## src/rtl/wormhole_switch_allocator_pkg.sv

```systemverilog
// Network-wide defines shared by the router blocks: port numbering and flit kinds.
package wormhole_switch_allocator_pkg;

   localparam int NET_PORT_NUM   = 5;
   localparam int NET_PORT_NUM_W = 3;

   typedef enum logic [2:0] {
      LOCAL = 3'd0,
      EAST  = 3'd1,
      NORTH = 3'd2,
      WEST  = 3'd3,
      SOUTH = 3'd4
   } port_e;

   typedef enum logic [1:0] {
      FLIT_BODY     = 2'd0,
      FLIT_HEAD     = 2'd1,
      FLIT_TAIL     = 2'd2,
      FLIT_HEADTAIL = 2'd3
   } flit_type_e;

   function automatic logic flit_is_head(input flit_type_e t);
      return (t == FLIT_HEAD) || (t == FLIT_HEADTAIL);
   endfunction

   function automatic logic flit_is_tail(input flit_type_e t);
      return (t == FLIT_TAIL) || (t == FLIT_HEADTAIL);
   endfunction

endpackage

```

## src/rtl/wormhole_switch_allocator_rr_lock_arbiter.sv

```systemverilog
// Single-output arbiter: round-robin among head flits, then locked to the winner
// until its tail flit leaves.
module wormhole_switch_allocator_rr_lock_arbiter
   import wormhole_switch_allocator_pkg::*;
#(
   parameter int PORT_NUM   = NET_PORT_NUM,
   parameter int PORT_NUM_W = NET_PORT_NUM_W
) (
   input  logic                  clk,
   input  logic                  reset,
   input  logic [PORT_NUM-1:0]   i_req,
   input  logic [PORT_NUM-1:0]   i_head,
   input  logic [PORT_NUM-1:0]   i_tail,
   input  logic                  i_ready,
   output logic [PORT_NUM-1:0]   o_grant,
   output logic                  o_valid,
   output logic [PORT_NUM_W-1:0] o_sel
);

   logic                  r_lock_valid;
   logic [PORT_NUM_W-1:0] r_lock_owner;
   logic [PORT_NUM_W-1:0] r_rr_ptr;

   logic                  w_found;
   logic [PORT_NUM_W-1:0] w_idx;
   logic [PORT_NUM_W-1:0] w_cand;
   logic                  w_tail;

   function automatic logic [PORT_NUM_W-1:0] f_next_idx(input logic [PORT_NUM_W-1:0] idx);
      if (int'(idx) >= PORT_NUM - 1) begin
         return '0;
      end
      return idx + PORT_NUM_W'(1);
   endfunction

   // Outputs are forced low while reset is held, independent of the inputs.
   always_comb begin
      w_found = 1'b0;
      w_idx   = '0;
      w_cand  = '0;
      if (!reset && i_ready) begin
         if (r_lock_valid) begin
            if (i_req[r_lock_owner]) begin
               w_found = 1'b1;
               w_idx   = r_lock_owner;
            end
         end else begin
            for (int k = 0; k < PORT_NUM; k++) begin
               if (int'(r_rr_ptr) + k >= PORT_NUM) begin
                  w_cand = PORT_NUM_W'(int'(r_rr_ptr) + k - PORT_NUM);
               end else begin
                  w_cand = PORT_NUM_W'(int'(r_rr_ptr) + k);
               end
               if (!w_found && i_req[w_cand] && i_head[w_cand]) begin
                  w_found = 1'b1;
                  w_idx   = w_cand;
               end
            end
         end
      end
   end

   always_comb begin
      o_grant = '0;
      if (w_found) begin
         o_grant[w_idx] = 1'b1;
      end
      o_valid = w_found;
      o_sel   = w_found ? w_idx : '0;
      w_tail  = i_tail[w_idx];
   end

   // The pointer only moves when a packet completes, so a locked packet never loses priority.
   always_ff @(posedge clk or posedge reset) begin
      if (reset) begin
         r_lock_valid <= 1'b0;
         r_lock_owner <= '0;
         r_rr_ptr     <= '0;
      end else if (w_found) begin
         if (r_lock_valid) begin
            if (w_tail) begin
               r_lock_valid <= 1'b0;
               r_rr_ptr     <= f_next_idx(r_lock_owner);
            end
         end else if (w_tail) begin
            r_rr_ptr <= f_next_idx(w_idx);
         end else begin
            r_lock_valid <= 1'b1;
            r_lock_owner <= w_idx;
         end
      end
   end

endmodule

```

## src/rtl/wormhole_switch_allocator.sv

```systemverilog
// Router switch allocator: one locking round-robin arbiter per output port, with
// the per-output grants folded back onto the input ports.
module wormhole_switch_allocator
   import wormhole_switch_allocator_pkg::*;
#(
   parameter int PORT_NUM   = NET_PORT_NUM,
   parameter int PORT_NUM_W = NET_PORT_NUM_W
) (
   input  logic                                 clk,
   input  logic                                 reset,
   input  logic [PORT_NUM-1:0]                  in_valid,
   input  logic [PORT_NUM-1:0][PORT_NUM_W-1:0]  in_next_port,
   input  logic [PORT_NUM-1:0]                  in_is_head,
   input  logic [PORT_NUM-1:0]                  in_is_tail,
   input  logic [PORT_NUM-1:0]                  out_ready,
   output logic [PORT_NUM-1:0]                  in_grant,
   output logic [PORT_NUM-1:0]                  out_valid,
   output logic [PORT_NUM-1:0][PORT_NUM_W-1:0]  out_sel
);

   logic [PORT_NUM-1:0][PORT_NUM-1:0] w_grant;

   for (genvar o = 0; o < PORT_NUM; o++) begin : g_out
      logic [PORT_NUM-1:0] w_req;

      // Route results outside 0..PORT_NUM-1 never equal any o and so are never requested.
      always_comb begin
         for (int i = 0; i < PORT_NUM; i++) begin
            w_req[i] = in_valid[i] && (in_next_port[i] == PORT_NUM_W'(o));
         end
      end

      wormhole_switch_allocator_rr_lock_arbiter #(
         .PORT_NUM   (PORT_NUM),
         .PORT_NUM_W (PORT_NUM_W)
      ) u_arb (
         .clk     (clk),
         .reset   (reset),
         .i_req   (w_req),
         .i_head  (in_is_head),
         .i_tail  (in_is_tail),
         .i_ready (out_ready[o]),
         .o_grant (w_grant[o]),
         .o_valid (out_valid[o]),
         .o_sel   (out_sel[o])
      );
   end

   always_comb begin
      in_grant = '0;
      for (int o = 0; o < PORT_NUM; o++) begin
         in_grant = in_grant | w_grant[o];
      end
   end

endmodule

```

## config.mk

```make
export PLATFORM = sky130hd
export DESIGN_NAME = wormhole_switch_allocator
export DESIGN_NICKNAME = d
export VERILOG_FILES = /design/src/rtl/wormhole_switch_allocator_pkg.sv /design/src/rtl/wormhole_switch_allocator_rr_lock_arbiter.sv /design/src/rtl/wormhole_switch_allocator.sv
export SDC_FILE = /design/constraint.sdc
export NUM_CORES = 1
export LEC_CHECK = 0
export ABC_AREA = 0
export CORE_ASPECT_RATIO = 1.5
export CORE_MARGIN = 2
export CORE_UTILIZATION = 66
export DETAILED_ROUTE_END_ITERATION = 10
export PLACE_DENSITY_LB_ADDON = 0.12
export SLEW_MARGIN = 40
export SYNTH_ARGS = -nofsm -noshare
export SYNTH_HDL_FRONTEND = slang
export SYNTH_HIERARCHICAL = 1
export SYNTH_SLANG_ARGS = --single-unit
```

## constraint.sdc

```tcl
create_clock -name clk -period 14 [get_ports clk]
set_clock_uncertainty 0.05 [all_clocks]
set_input_delay 2.8 -clock clk [delete_from_list [all_inputs] [get_ports clk]]
set_output_delay 2.8 -clock clk [all_outputs]
set_load 0.05 [all_outputs]
```

# --- Word-level counts from Yosys, hierarchy flattened ---
# Index checks and enable logic that the tools add are counted.
word_totals:
  regBits: 35
  out_inout_bits: 25
  elab_cells: 710
classes:
  add_sub_neg: 55
  order_cmp: 75
  eq_ne: 20
  mux: 415
  bitwise_logic: 14
  n_reduce_logical: 116
op_table:
  columns: ["cell", "n"]
  rows:
  - ["3-bit two-way mux", 155]
  - ["1-bit two-way mux", 190]
  - ["1-bit binary-select mux with 3-bit select", 60]
  - ["3-bit by 4-bit < comparator with 1-bit output (second input constant)", 35]
  - ["4-bit by 3-bit greater-or-equal comparator with 1-bit output (second input constant)", 20]
  - ["1-bit logical AND", 80]
  - ["3-bit subtractor (second input constant)", 25]
  - ["3-bit greater-or-equal comparator (second input constant)", 15]
  - ["3-bit by 2-bit adder with 4-bit output (second input constant)", 10]
  - ["3-bit by 1-bit adder with 3-bit output (second input constant)", 10]
  - ["3-bit by 2-bit == test with 1-bit output (second input constant)", 10]
  - ["5-bit two-way mux", 5]
  - ["1-bit zero test", 21]
  - ["3-bit by 1-bit adder with 4-bit output (second input constant)", 5]
  - ["3-bit by 3-bit adder with 4-bit output (second input constant)", 5]
  - ["5-bit OR", 4]
  - ["1-bit demux with 3-bit select", 5]
  - ["3-bit by 1-bit == test with 1-bit output (second input constant)", 5]
  - ["3-bit == test (second input constant)", 5]
  - ["3-bit by 1-bit greater-or-equal comparator with 1-bit output (second input constant)", 5]
  - ["3-bit zero test", 5]
  - ["3-bit AND reduction", 5]
  - ["1-bit inverter", 10]
  - ["2-bit AND reduction", 5]

# --- Longest topological paths before layout ---
logic_depth:
  depth_word: 43
  depth_mapped: 18
  ltp_nobuf: 17

# --- Modules after synthesis ---
# The synthesis kept the hierarchy.
by_module_without_submodules:
  columns: ["mod", "n_inst", "cells_per_inst", "area_each_um2"]
  rows:
  - ["wormhole_switch_allocator_rr_lock_arbiter at g_out[0].u_arb ...", 4, 241, 1813.0]
  - ["wormhole_switch_allocator_rr_lock_arbiter at g_out[4].u_arb", 1, 229, 1791.7]
  - ["wormhole_switch_allocator", 1, 45, 362.8]

# --- Worst setup path before layout ---
# Ideal clock, no wire load.
synth_path:
  path_type: "input to output"
  start: "input in_next_port[13] (netlist bit)"
  end: "output in_grant[0]"
  t_arrival_ps: 5950
  path_slack_ps: 5200
  path_stages: 13
  n_path_buf: 0
  path_cell_list: "nor4b_2 -> nand2_1 -> or3_1 -> mux2_2 -> o22a_1 -> o211ai_4 -> o21ai_0 -> o211ai_1 -> inv_1 -> or2_2 -> nor3_1 -> nor3_1 -> nand2_1"
synth_rtl:
  columns: ["item", "line_no", "rtl"]
  rows:
  - ["start: declaration", "wormhole_switch_allocator.sv:12", "input logic [PORT_NUM-1:0][PORT_NUM_W-1:0] in_next_port,"]
  - ["end: declaration", "wormhole_switch_allocator.sv:16", "output logic [PORT_NUM-1:0] in_grant,"]

==> impl_metrics.py <==
metrics = {
    "grt": {
        "grt_max_degree": 33,
        "grt_use_total_pct": 39.0,
        "overflow": 0,
        "antenna_found_initial": 0,
        "first_global_vias": 9635,
        "grt_pass1_wl_um": 47700,
    },
    "worst_setup_path": {
        "timing.rr.start": "g_out[4].u_arb/r_rr_ptr[1]",
        "reg2reg_to": "g_out[4].u_arb/r_lock_owner[0]",
        "arrival_ps": 7620,
        "required_ps": 11150,
        "cp-endpoint": "in_grant[0]",
        "start_kind": "input port",
        "cp-end-kind": "output port",
        "r2r_slack_ps": 8960,
        "criticalPathCategory": "input port to output port",
        "reg2reg_depth": 14,
        "crit_start": "in_next_port[13]",
        "crit_path_max_fanout": 6,
    },
    "floorplanning": {
        "rows": 53,
        "start_util_pct": 67.2,
        "die_h_um": 150,
        "core_mm2": 0.0140,
        "die-area_mm2": 0.0152,
        "num_io_pins": 62,
        "die_w_um": 101,
    },
    "clock_tree": {
        "cts_setup_buffers": 0,
        "clk_path_buf_depth": 2,
        "clk_latency_ps": 290,
        "cts_num_sinks": 35,
        "cts_buffers": 5,
        "cts_tree": "built",
        "cts.hold.buffers_added": 0,
        "clockRootBuffer": "clkbuf_16",
        "clkTransAtPathRegs_ps": 60,
        "cts_resized": 0,
        "ctsHtreeMaxLevel": 2,
    },
    "detailed_routing": {
        "vias_per_cell": 6.95,
        "num_vias": 10200,
        "route.detailed.drc": 0,
        "first_iter_violations": 800,
        "firstDrtPassIters": 6,
        "wl_per_cell_um": 20.5,
        "wl_um": 29900,
        "ant_nets": 0,
    },
    "pwr": {
        "switching_share_pct": 58.2,
        "power_mw": 2.78,
        "comb_power_share_pct": 85.8,
        "p_leak_nw": 4.02,
        "irDropWorstVdd_v": 0.000195,
        "power.share.sequential_pct": 9.5,
        "powerDensity_mw_per_mm2": 271,
        "p_clk_share_pct": 4.7,
        "switchingPower_mw": 1.62,
        "intPower_mw": 1.16,
    },
    "synthesis": {
        "yosysTopAreaCell": "dfrtp_1",
        "ys_warn_count": 6,
        "synth-async-reset-ratio_pct": 100,
        "seq_area_frac_synth_pct": 9.31,
        "syn_area_mm2": 0.00941,
        "yosys.area.top_type_share_pct": 9.31,
        "netlist_instances": 1238,
        "yosys_most_used_dff": "dfrtp_1",
        "synth_seq_cells": 35,
        "synth-edff-count": 0,
        "synth_area_leaders": "dfrtp_1, mux2i_1, ha_1, o21ai_0, nor2_1",
        "ys_types": 94,
        "syn_avg_cell_area_um2": 7.60,
        "synthesis.nets": 1325,
    },
    "timing": {
        "tightest_slew_ps": 876,
        "drv_slew": 0,
        "fmax_ghz": 0.0955,
        "fin_crit_sh_pct": 74.8,
        "fin_crit_ps": 10470,
        "setup_violations": 0,
        "fin_tns_setup_ps": 0,
        "hold_viol_final": 0,
        "rsz0062_at_grt": "false",
        "relSlewSlack_pct": 41.4,
    },
    "placement": {
        "dp_hpwl_um": 23200,
        "gp_congestion": 1.02,
        "io_buffers": 61,
    },
    "flow_run": {
        "max-cap-violations": 0,
    },
    "status": {
        "outcome": "completed",
    },
    "final_layout": {
        "area_growth_pct": 8.75,
        "drive_above_1_share_pct": 13.3,
        "diodes": 0,
        "mostFrequentLayoutCells": "nor2_1, nand2_1, o21ai_0",
        "layout_commonest_cell": "nor2_1",
        "fin_util_pct": 73.1,
        "nets": 1357,
    },
    "min_path": {
        "hold_path.class": "flip-flop to flip-flop",
    },
}
-- flip-flops by register name (all words and copies together), names as in the netlist --
register,flops
g_out.u_arb/r_rr_ptr,15
g_out.u_arb/r_lock_valid,5
g_out.u_arb/r_lock_owner,15
-- area by class of cell --
| cell class | instances | area [um^2] |
|---|---|---|
| Fill cell | 1188 | 3760 |
| Sequential cell | 35 | 876 |
| Multi-Input combinational cell | 1081 | 7990 |
| Timing Repair Buffer | 67 | 651 |
| Inverter | 80 | 300 |
| Clock inverter | 3 | 43.8 |
| Clock buffer | 5 | 125 |
| Tap cell | 192 | 240 |
-- per-stage QoR --
stage / hold WS, ps / instances / cell area [um^2] / setup slack (ps)
2_1_floorplan: 492 / 1238 / 9410 / 5200
3_3_place_gp: 540 / 1455 / 10100 / 3730
3_5_place_dp: 547 / 1455 / 10100 / 3710
4_1_cts: 564 / 1463 / 10200 / 3690
5_1_grt: 597 / 1463 / 10200 / 3330
6_report: 579 / 1463 / 10200 / 3530
-- cells in the mapped netlist (9+ instances only) --
master	n
o21a_1	9
nand3_1	47
a21o_1	14
buf_2	15
a41oi_1	9
mux2i_1	59
nand2_1	101
a211oi_1	23
dfrtp_1	35
a31oi_1	10
nand2b_1	12
or2_2	12
o31ai_1	9
a21oi_1	77
o22ai_1	11
o211ai_1	9
nand3b_1	16
clkbuf_1	16
o21ai_0	88
and4bb_2	10
mux2_2	9
or3_1	10
xnor2_1	25
and3_1	13
ha_1	45
inv_1	74
nor2b_1	29
nor2_1	109
nor4b_1	9
mux2_4	12
and2_1	27
nor3_1	50
or3b_2	20
-- layer usage --
metal / wire length [um] / global-route usage, % / part of all wire, % / vias up
li1: - / - / - / 4755
met1: 11300 / 46.7 / 38 / 4729
met2: 14200 / 65.1 / 47 / 537
met3: 2550 / 5.90 / 8.5 / 147
met4: 1970 / 23.4 / 6.6 / 0
met5: 0 / 0 / 0 / -
-- power by group through the flow --
stage               Sequential, mW  Clock [mW]  Combinational (mW)
floorplan                    0.209           0                1.89
global placement             0.260           0                2.30
detailed placement           0.263           0                2.32
CTS                          0.261       0.132                2.34
global route                 0.276       0.135                2.58
finish                       0.264       0.130                2.38
-- how the worst min path moves through the flow --
| stage | startpoint | endpoint | cells after the start |
|---|---|---|---|
| 3_3_place_gp | g_out[2].u_arb/r_lock_owner[2] | g_out[2].u_arb/r_lock_owner[2] | 1 |
| 2_1_floorplan | g_out[4].u_arb/r_lock_owner[2] | g_out[4].u_arb/r_lock_owner[2] | 1 |
| 6_report | g_out[2].u_arb/r_lock_owner[2] | g_out[2].u_arb/r_lock_owner[2] | 1 |
| 3_5_place_dp | g_out[2].u_arb/r_lock_owner[2] | g_out[2].u_arb/r_lock_owner[2] | 1 |
| 4_1_cts | g_out[3].u_arb/r_lock_owner[2] | g_out[3].u_arb/r_lock_owner[2] | 1 |
| 5_1_grt | g_out[4].u_arb/r_lock_owner[2] | g_out[4].u_arb/r_lock_owner[2] | 1 |
-- cell families after synthesis --
kind of cell	count (synthesis)	share of synthesized area, %
AOI/OAI and AO/OA	397	32.9
xor gates and xnor gates	30	2.87
adders and majority gates	50	7.05
buffers and inverters	122	5.71
DFF	35	9.31
muxes	90	11.4
and+or+nand+nor	514	30.7
-- critical path: stages --
cell	delay, ps
clkdlybuf4s50_1	490
nor4b_2	620
nand2_1	300
or3_1	450
mux2_2	280
o22a_1	250
o211ai_4	130
o21ai_0	190
o211ai_1	360
inv_1	210
or2_2	340
nor3_1	170
nor3_1	80
nand2_1	120
clkdlybuf4s50_1	810
No activity file was read; power rests on OpenSTA's default activity.
